File: src/rtl/cls_bist_pkg.sv
// cls_bist shared definitions: FSM encoding,
// LFSR tap mask and default seed.
package cls_bist_pkg;

  localparam logic [2:0] ST_IDLE   = 3'd0;
  localparam logic [2:0] ST_LOAD   = 3'd1;
  localparam logic [2:0] ST_SETTLE = 3'd2;
  localparam logic [2:0] ST_CHECK  = 3'd3;
  localparam logic [2:0] ST_DONE   = 3'd4;

  // x^16+x^14+x^13+x^11+1, shift-left Fibonacci:
  // feedback = q[15]^q[13]^q[12]^q[10]
  localparam logic [15:0] LFSR_TAPS = 16'hB400;

  localparam logic [15:0] DEFAULT_SEED = 16'hACE1;

  function automatic logic [15:0] lfsr_next(
    input logic [15:0] q
  );
    return {q[14:0], ^(q & LFSR_TAPS)};
  endfunction

endpackage

File: src/rtl/cls_lfsr16.sv
// 16-bit Fibonacci LFSR, advances when step=1.
// Ports: clk, rst_n (async low), step, q (state).
module cls_lfsr16
  import cls_bist_pkg::*;
#(
  parameter logic [15:0] SEED = DEFAULT_SEED
) (
  input  logic        clk,
  input  logic        rst_n,
  input  logic        step,
  output logic [15:0] q
);

  always_ff @(posedge clk or negedge rst_n) begin
    if (!rst_n)
      q <= SEED;
    else if (step)
      q <= lfsr_next(q);
  end

endmodule

File: src/rtl/cls_bist.sv
// BIST controller for a 16-bit subtractor.
// Ports: start/num_tests/ext_* in, op_* out, diff/bout in, status out.
module cls_bist
  import cls_bist_pkg::*;
#(
  parameter int unsigned SETTLE = 8,
  parameter logic [15:0] SEED   = DEFAULT_SEED
) (
  input  logic        clk,
  input  logic        rst_n,
  input  logic        start,
  input  logic [5:0]  num_tests,
  input  logic        ext_en,
  input  logic [15:0] ext_a,
  input  logic [15:0] ext_b,
  input  logic        ext_bin,
  output logic [15:0] op_a,
  output logic [15:0] op_b,
  output logic        op_bin,
  input  logic [15:0] diff,
  input  logic        bout,
  output logic        busy,
  output logic        done,
  output logic [5:0]  pass_cnt,
  output logic [5:0]  fail_cnt,
  output logic [15:0] fail_a,
  output logic [15:0] fail_b,
  output logic        fail_bin,
  output logic        fail_valid
);

  // SETTLE-1 cycles in SETTLE: counter runs 0..SETTLE-2
  localparam logic [7:0] SET_LAST = 8'(SETTLE - 2);

  logic [2:0]  state;
  logic [7:0]  scnt;
  logic [5:0]  idx;
  logic [5:0]  n_q;
  logic [15:0] lfsr_a;
  logic [15:0] lfsr_b;
  logic        step;
  logic [16:0] sum;
  logic        ok;

  assign step = (state == ST_CHECK);

  cls_lfsr16 #(.SEED(SEED)) u_lfsr_a (
    .clk   (clk),
    .rst_n (rst_n),
    .step  (step),
    .q     (lfsr_a)
  );

  cls_lfsr16 #(.SEED(SEED ^ 16'hFFFF)) u_lfsr_b (
    .clk   (clk),
    .rst_n (rst_n),
    .step  (step),
    .q     (lfsr_b)
  );

  // diff + b + bin must rebuild {bout, a}
  assign sum = {1'b0, diff} + {1'b0, op_b}
             + {16'd0, op_bin};
  assign ok  = (sum == {bout, op_a});

  assign busy = (state == ST_LOAD)
             || (state == ST_SETTLE)
             || (state == ST_CHECK);
  assign done = (state == ST_DONE);

  always_ff @(posedge clk or negedge rst_n) begin
    if (!rst_n) begin
      state      <= ST_IDLE;
      scnt       <= '0;
      idx        <= '0;
      n_q        <= '0;
      op_a       <= '0;
      op_b       <= '0;
      op_bin     <= 1'b0;
      pass_cnt   <= '0;
      fail_cnt   <= '0;
      fail_a     <= '0;
      fail_b     <= '0;
      fail_bin   <= 1'b0;
      fail_valid <= 1'b0;
    end else begin
      case (state)
        ST_IDLE, ST_DONE: begin
          if (start) begin
            pass_cnt <= '0;
            fail_cnt <= '0;
            if (num_tests == 6'd0) begin
              state <= ST_DONE;
            end else begin
              fail_valid <= 1'b0;
              idx        <= '0;
              n_q        <= num_tests;
              state      <= ST_LOAD;
            end
          end
        end
        ST_LOAD: begin
          if (ext_en) begin
            op_a   <= ext_a;
            op_b   <= ext_b;
            op_bin <= ext_bin;
          end else begin
            op_a   <= lfsr_a;
            op_b   <= lfsr_b;
            op_bin <= lfsr_a[0] ^ lfsr_b[0];
          end
          scnt  <= '0;
          state <= ST_SETTLE;
        end
        ST_SETTLE: begin
          if (scnt == SET_LAST)
            state <= ST_CHECK;
          else
            scnt <= scnt + 8'd1;
        end
        ST_CHECK: begin
          if (ok) begin
            pass_cnt <= pass_cnt + 6'd1;
          end else begin
            fail_cnt <= fail_cnt + 6'd1;
            if (!fail_valid) begin
              fail_a     <= op_a;
              fail_b     <= op_b;
              fail_bin   <= op_bin;
              fail_valid <= 1'b1;
            end
          end
          idx <= idx + 6'd1;
          if (idx + 6'd1 == n_q)
            state <= ST_DONE;
          else
            state <= ST_LOAD;
        end
        default: state <= ST_IDLE;
      endcase
    end
  end

endmodule

File: config.mk
export PLATFORM = sky130hd
export DESIGN_NAME = cls_bist
export DESIGN_NICKNAME = d
export VERILOG_FILES = /design/src/rtl/cls_bist_pkg.sv /design/src/rtl/cls_lfsr16.sv /design/src/rtl/cls_bist.sv
export SDC_FILE = /design/constraint.sdc
export NUM_CORES = 1
export LEC_CHECK = 0
export CAP_MARGIN = 40
export CORE_ASPECT_RATIO = 1.4
export CORE_UTILIZATION = 53
export DETAILED_ROUTE_END_ITERATION = 8
export HOLD_SLACK_MARGIN = 0.08
export MAX_ROUTING_LAYER = met4
export PLACE_DENSITY_LB_ADDON = 0.12
export SYNTH_ARGS = -nofsm -noshare
export SYNTH_HDL_FRONTEND = slang
export SYNTH_SLANG_ARGS = --single-unit
File: constraint.sdc
create_clock -name clk -period 4.7 [get_ports clk]
set_input_delay 0.47 -clock clk [delete_from_list [all_inputs] [get_ports clk]]
set_output_delay 0.47 -clock clk [all_outputs]
set_load 0.1 [all_outputs]
Word level (Yosys, flattened, before mapping)
Cells that the tools add are included.
W data, S select, Z words.
{"block": "op_classes", "n_reduce_logical": 17, "n_mux": 22, "n_eq_ne": 13, "n_bitwise": 4, "n_addsub": 6}
{"op": "$pmux W6 S2", "n": 3}
{"op": "$mux W16", "n": 2}
{"op": "$reduce_xor A16 Y1", "n": 2}
{"op": "$mux W6", "n": 5}
{"op": "$add A6 B1 Y6 const B", "n": 3}
{"op": "$add A16 B16 Y17", "n": 1}
{"op": "$add A17 B1 Y17", "n": 1}
{"op": "$eq A17 B17 Y1", "n": 1}
{"op": "$pmux W8 S2", "n": 1}
{"op": "$reduce_and A3 Y1", "n": 5}
{"op": "$mux W3", "n": 4}
{"op": "$pmux W3 S4", "n": 1}
{"op": "$add A8 B1 Y8 const B", "n": 1}
{"op": "$eq A8 B3 Y1 const B", "n": 1}
{"op": "$mux W8", "n": 1}
{"op": "$ne A2 B2 Y1 const B", "n": 4}
{"op": "$eq A3 B2 Y1 const B", "n": 2}
{"op": "$eq A6 B6 Y1", "n": 1}
{"op": "$logic_not A6 Y1", "n": 1}
{"op": "$mux W1", "n": 4}
{"op": "$ne A2 B1 Y1 const B", "n": 2}
{"op": "$reduce_and A2 Y1", "n": 2}
{"op": "$reduce_and A4 Y1", "n": 1}
{"op": "$reduce_bool A2 Y1", "n": 2}
{"op": "other kinds (8)", "n": 11}
{"block": "totals", "wordCells": 77, "out_inout_bits": 81, "register_bits": 134, "inputBits": 60}

Depth between registers and ports, before layout
Gate-level depths: netlist of the first run.
{"block": "depth", "word_depth": 5, "depth_mapped": 15, "ltp_nobuf": 13}

By module
Synthesis of the first run repeated with hierarchy kept, for this count alone.
{"block": "hier_totals", "cells_unflattened": 638, "hier_area_um2": 7199.4}
{"mod": "cls_bist", "area_each_um2": 5848.1, "seq_area_each_um2": 2552.4, "cells_per_inst": 562, "n_inst": 1}
{"mod": "cls_lfsr16", "area_each_um2": 675.6, "seq_area_each_um2": 410.4, "cells_per_inst": 38, "n_inst": 2}

Worst setup path before layout of the first run
OpenSTA, ideal clock, no wires.
{"block": "synth_timing", "path_type": "register -> register", "startpoint": "register op_b[0]", "endpoint": "register fail_a[6]", "n_path_buf": 2, "arrival_ns": 4.263, "path_stages_with_launch": 16, "required_time_ns": 4.573, "setup_time_ns": 0.127, "synth_period_minus_slack_ns": 4.390, "path_slack_ns": 0.310, "cell_sequence": "dfrtp_1 > inv_1 > fa_1 > inv_1 > fa_1 > xnor2_1 > o211ai_1 > nor4b_2 > nand4_1 > a2111oi_4 > nand4_4 > nor4_4 > or3_1 > buf_6 > buf_12 > mux2_4"}
{"block": "synth_between", "elab_chain_len": 5}
{"element": "start: declaration", "line": "cls_bist.sv:18", "source": "output logic [15:0] op_b,"}
{"element": "start signal: assignment", "line": "cls_bist.sv:105", "source": "op_b <= ext_b;"}
{"element": "start signal: assignment", "line": "cls_bist.sv:109", "source": "op_b <= lfsr_b;"}
{"element": "$add A16 B16 Y17", "line": "cls_bist.sv:62", "source": "assign sum = {1'b0, diff} + {1'b0, op_b}"}
{"element": "$add A17 B1 Y17", "line": "cls_bist.sv:63", "source": "+ {16'd0, op_bin};"}
{"element": "$eq A17 B17 Y1", "line": "cls_bist.sv:64", "source": "assign ok = (sum == {bout, op_a});"}
{"element": "$not A1 Y1 (no source line)"}
{"element": "$reduce_and A3 Y1 (no source line)"}
{"element": "end signal: assignment", "line": "cls_bist.sv:127", "source": "fail_a <= op_a;"}
{"element": "end: declaration", "line": "cls_bist.sv:26", "source": "output logic [15:0] fail_a,"}
No other way between the ends.
A chain may end at the register's enable or synchronous reset.

Final worst setup path of the first run
{"block": "layout_timing", "startpoint": "input diff[0]", "endpoint": "register fail_b[0]"}
{"block": "layout_between", "elab_chain_len": 5}
{"element": "start: declaration", "line": "cls_bist.sv:20", "source": "input logic [15:0] diff,"}
{"element": "$add A16 B16 Y17", "line": "cls_bist.sv:62"}
{"element": "$add A17 B1 Y17", "line": "cls_bist.sv:63"}
{"element": "$eq A17 B17 Y1", "line": "cls_bist.sv:64"}
{"element": "$not A1 Y1 (no source line)"}
{"element": "$reduce_and A3 Y1 (no source line)"}
{"element": "end signal: assignment", "line": "cls_bist.sv:128", "source": "fail_b <= op_b;"}
{"element": "end: declaration", "line": "cls_bist.sv:27", "source": "output logic [15:0] fail_b,"}
No other way between the ends.

==> flow_summary.yaml, run 1 <==
routing:
  drt_iter0_drc: 291
  routedWlPerCell_um: 18.9
  num_vias: 6296
  routed_wl_um: 21200
  vias_per_cell: 5.59
  ant_nets: 0
  drt_pass1_iterations: 5
  drc: 0
timing:
  rsz0062_at_grt: "no"
  min_period_over_period_pct: 83.9
  slew_violations: 0
  finClkSkew_ps: 11.4
  timing.hold.ws_ps: 111
  hold_viol_final: 0
  slew-limit-headroom_pct: 49.3
  fin_crit_ps: 3940
  worst_pin_slew_ps: 758
  setup_violations: 0
  fmax_ghz: 0.254
  setup-tns-final_ps: 0
synthesis:
  seq_area_frac_synth_pct: 46.4
  synth.avg_cell_area_sq_um: 10.1
  yosys_warnings: 0
  ys_async_sr_fraction_pct: 100
  ys_top_cells_by_area: "dfrtp_1 (41%), nand2_1 (8.0%), mux2_4 (6.2%)"
  netlist.area_leader.share_pct: 40.6
  synth_edf_count: 0
  synth_nets: 800
  synth_ff_type: "dfrtp_1"
  synth-seq-cells: 134
  synthCells: 718
  synthesis.area_sq_mm: 0.00727
  synth.distinct_cells: 67
  yosys.area.top_type: "dfrtp_1"
final_layout:
  drive_gt1_share_pct: 20.1
  diodes: 0
  layout.nets: 1013
  layout_common_cells: "nand2_1 (153), clkdlybuf4s50_1 (138), dfrtp_1 (118)"
  layout_commonest_cell: "nand2_1"
  area_growth_pct: 45.1
global_routing:
  grt_pass1_wl_um: 33400
  antenna_found_initial: 0
  grt_max_degree: 135
  overflow: 0
  grt_use_total_pct: 32.4
  grt_pass1_vias: 6408
clock_network:
  clk_path_buf_depth: 2
  cts_hold_buf: 0
  post_cts_resized: 0
  clk_latency_ps: 430
  cts_tree: "done"
  htreeDepth: 4
  path_clk_slew_ps: 60
  root_buffer: "clkbuf_16"
  cts_setup_buffers: 0
  cts.sinks: 134
  numCtsBuffers: 17
setup_path:
  slowest_stage: "clkdlybuf4s50_1"
  required_ps: 5010
  cp.arrival_ps: 4250
  startpoint_type: "primary input"
  cp_slowest_stage_delay_ps: 460
  cp_max_fo: 33
  criticalPathCategory: "primary input to flip-flop"
  crit_path_end_kind: "flip-flop"
  crit_chain: "clkdlybuf4s50_1 > inv_1 > fa_1 > inv_1 > fa_1 > xnor2_1 > o211ai_1 > nor4b_2 > nand4_1 > a2111oi_4 > nand4_4 > nor4_4 > or3_2 > buf_12 > mux2_1"
floorplanning:
  core_area_sq_mm: 0.0134
  ioPinCount: 141
  dieArea_sq_mm: 0.0142
  dieHeight_um: 141
  num_rows: 50
  die_w_um: 101
  start_util_pct: 54.3
min_path:
  hold_path_class: "primary input to asynchronous set/reset pin"
place:
  gp_congestion: 0.899
  hpwlAfterDp_um: 16100
  portBuffers: 140
run:
  drv_cap: 0
outcome:
  outcome: "completed"
[cell families after synthesis]
group	after synthesis	share of synthesized area [%]
adder cells (fa/ha/maj)	22	3.99
XOR/XNOR	43	5.39
AND/OR/NAND/NOR	262	16.9
AO/OA/AOI/OAI	128	10.7
multiplexers	78	13.0
buffers and inverters	51	3.68
flip-flops	134	46.4
[flip-flops by register name (all words and copies together), names as in the netlist]
name,cells
idx,6
n_q,6
state,3
pass_cnt,6
fail_b,16
op_a,16
fail_a,16
fail_valid,1
op_b,16
scnt,8
u_lfsr_b.q,16
op_bin,1
fail_bin,1
u_lfsr_a.q,16
fail_cnt,6
[routing by layer]
layer	global-route usage, %	vias to the layer above	share of wire [%]
met5	-	-	0
met4	15.3	0	3.8
met3	5.19	62	5.1
met2	55.9	226	54
met1	36.2	3088	38
li1	-	2920	-
[path summary, 6_finish.rpt]
path / from / end / slack, ps / cells after the start
worst max-delay path: diff[0] / fail_b[0] / 760 / 15
worst min-delay path: rst_n / fail_b[11] / 110 / 2
worst max register to register: op_b[0] / fail_b[0] / 790 / 14
worst min register to register: u_lfsr_b.q[8] / u_lfsr_b.q[9] / 460 / 2
max in group asynchronous: rst_n / fail_a[11] / 4010 / 2
min in group clk: u_lfsr_b.q[8] / u_lfsr_b.q[9] / 460 / 2
[cell usage after synthesis (all sizes together) (2+ instances only)]
master   instances
a21o             5
a21oi           28
nand2          154
mux2            41
buf             11
nor2            33
o31ai            2
or3              4
and2             6
xor2            15
and3             7
and4             2
clkbuf          25
dfstp           16
a31o             2
a211o            2
nand3           20
o22ai            4
nor4             5
mux2i           37
nand3b           2
dfrtp          118
inv             15
o211ai           3
nor3             3
xnor2           28
nand2b           6
a2111oi          2
nor4b            4
ha              20
nor2b            3
fa               2
a22oi            3
nand4            7
o21ai           60
a31oi            5
[critical path, delay by kind of cell]
family / cells / cell delay (ps)
mux: 1 / 360
xor+xnor: 1 / 160
fa+ha+maj: 2 / 860
buf+inv: 4 / 880
compound gates: 2 / 470
simple gates: 5 / 1030
[cell type report]
type	count	area, sq um
Sequential cell	134	3370
Multi-Input combinational cell	533	3630
Tap cell	182	228
Timing Repair Buffer	230	2730
Clock buffer	17	425
Fill cell	870	2840
Inverter	15	56.3
Clock inverter	15	106
[through the flow]
step | util (%) | cells | setup WS, ps | instance area [sq um]
global route | 78.8 | 1126 | 631 | 10500
detailed placement | 74.8 | 1094 | 312 | 10000
global placement | 65.5 | 1012 | 407 | 8770
finish | 78.8 | 1126 | 756 | 10500
floorplan | - | 718 | 310 | 7270
CTS | 78.8 | 1126 | 742 | 10500
Power of run 1 is left out: the tool's default activity adds up to more than one toggle a clock period on the data nets, which glitch-free logic cannot reach.
==> run 2: changes to the inputs <==
CORE_UTILIZATION = 47   (was 53)
clock period = 3.3 ns   (was 4.7 ns; I/O delays follow)
==> flow_summary.yaml, run 2 (same netlist as run 1, synthesis figures left out) <==
setup_path:
  startpoint_type: "flip-flop"
  crit_path_end_kind: "flip-flop"
  cp_max_fo: 5
  required_ps: 3600
  slowest_stage: "fa_1"
  criticalPathCategory: "flip-flop to flip-flop"
  critPathLaunch: "op_bin"
  crit_chain: "inv_4 > fa_2 > inv_2 > fa_1 > xnor2_1 > o211ai_1 > nor4b_2 > nand4_1 > a2111oi_4 > nand4_4 > nor4_4 > or3_4 > buf_12 > buf_16 > mux2_4"
  cp.arrival_ps: 3970
  cp_slowest_stage_delay_ps: 430
  r2r_start: "op_bin"
timing:
  slew_violations: 0
  rsz0062_at_grt: "yes"
  fmax_ghz: 0.273
  fin_ws_ps: -365
  slew-limit-headroom_pct: 46.4
  setup_violations: 46
  min_period_over_period_pct: 111
  fin_crit_ps: 3670
  hold_viol_final: 0
  worst_pin_slew_ps: 801
  timing.hold.ws_ps: 336
  finClkSkew_ps: 5.76
power:
  p_seq_share_pct: 19.6
  power_density_mw_per_mm2: 1200
  switchingPower_mw: 6.79
  p_int_mw: 6.86
  sw_frac_of_total_pct: 49.7
  share_comb_of_total_power_pct: 66.6
  p_clk_share_pct: 13.8
  irDropWorstVdd_mv: 0.966
  power.leakage_nw: 5.36
routing:
  drt_iter0_drc: 282
  vias_per_cell: 5.37
  routedWlPerCell_um: 19.1
  routed_wl_um: 23200
  drc: 0
  ant_nets: 0
  drt_pass1_iterations: 4
  num_vias: 6521
min_path:
  worstHoldStart: "ext_en"
  hold_path_class: "primary input to flip-flop"
floorplanning:
  die_w_um: 107
  dieHeight_um: 149
  core_area_sq_mm: 0.0151
  ioPinCount: 141
  start_util_pct: 48.3
  dieArea_sq_mm: 0.0160
  num_rows: 53
outcome:
  outcome: "finished, violations left"
  violations: "negative setup slack"
place:
  placed_area_sq_mm: 0.0106
  hpwlAfterDp_um: 17300
  post-place-cells: 1171
  portBuffers: 140
  gp_congestion: 0.948
clock_network:
  clk_latency_ps: 420
  path_clk_slew_ps: 60
  htreeDepth: 4
  cts.sinks: 134
  cts_tree: "done"
  numCtsBuffers: 17
  clk_path_buf_depth: 2
  root_buffer: "clkbuf_16"
final_layout:
  area_growth_pct: 57.1
  layout_commonest_cell: "nand2_1"
  seq_area_sq_mm: 0.00339
  fill_cells: 993
  drive_gt1_share_pct: 29.8
  multiInputGateArea_sq_mm: 0.00373
  layout_common_cells: "nand2_1 (153), clkdlybuf4s50_1 (134), dfrtp_1 (109)"
  stdcell_count: 1215
  diodes: 0
  fin_area_sq_mm: 0.0114
  layout.nets: 1092
global_routing:
  met3_usage_pct: 5.11
  gr-usage-met2_pct: 53.9
  grt_pass1_vias: 6868
  grt_util_met1_pct: 37.0
  grt_pass1_wl_um: 36700
  grt_max_degree: 83
  overflow: 0
  gr-max-usage-layer: "met2"
  antenna_found_initial: 0
  grt_use_total_pct: 31.8
run:
  drv_cap: 0
run 2: cell type report:
type	instances	area share [%]
Clock buffer	17	3.73
Timing Repair Buffer	309	29.9
Sequential cell	134	29.7
Clock inverter	15	1.41
Multi-Input combinational cell	533	32.6
Tap cell	192	2.10
Inverter	15	0.515
run 2: repair_timing:
| action | 4_1_cts | 5_1_grt |
|---|---|---|
| pin swaps | 14 | 4 |
| endpoints found under the setup margin | 46 | 46 |
| hold buffers | 1 | 0 |
| endpoints found under the hold margin | 72 | 0 |
| setup buffers | 9 | 3 |
| resized for setup | 33 | 2 |
| gates cloned | 3 | 0 |
run 2: power groups by stage:
stage | Combinational [mW] | Sequential (mW) | Clock, mW
floorplan | 2.38 | 5.46 | 0
CTS | 9.12 | 2.66 | 1.91
global route | 9.49 | 2.72 | 1.98
global placement | 7.35 | 2.64 | 0
finish | 9.09 | 2.67 | 1.88
detailed placement | 8.83 | 2.67 | 0
run 2: worst paths after layout:
path / endpoint / slack, ps / cells past startpoint
setup / recovery: fail_a[5] / -370 / 15
hold / removal: op_b[8] / 340 / 3
setup reg to reg: fail_a[5] / -370 / 15
hold reg to reg: u_lfsr_b.q[4] / 470 / 2
max in group asynchronous: u_lfsr_b.q[12] / 1940 / 3
min in group asynchronous: scnt[1] / 540 / 2
run 2: per-layer routing:
metal	part of all wire, %	vias up	wire [um]
met5	0	-	0
met4	3.9	0	896
met3	4.4	55	1010
met2	51	201	11900
met1	40	3182	9350
li1	-	3083	-
run 2: worst max-delay path, delay by kind of cell, from the launching register on:
kind                       cells  cell delay [ps]
AOI/OAI and AO/OA              2              470
muxes                          1              290
buffers and inverters          4              370
DFF                            1              420
and+or+nand+nor                5             1020
xor gates and xnor gates       1              160
adders and majority gates      2              810
run 2: metrics by stage:
stage | setup TNS, ps | worst slack [ps] | total power [mW] | util, %
final | -13320 | -365 | 13.6 | 75.8
after global routing | -23370 | -595 | 14.2 | 75.8
after CTS | -14000 | -396 | 13.7 | 76.0
after detailed placement | -36760 | -903 | 11.5 | 70.3
after global placement | -31040 | -745 | 10.0 | 62.0
after floorplan | -18890 | -512 | 7.83 | -
No activity file was read; power rests on OpenSTA's default activity.
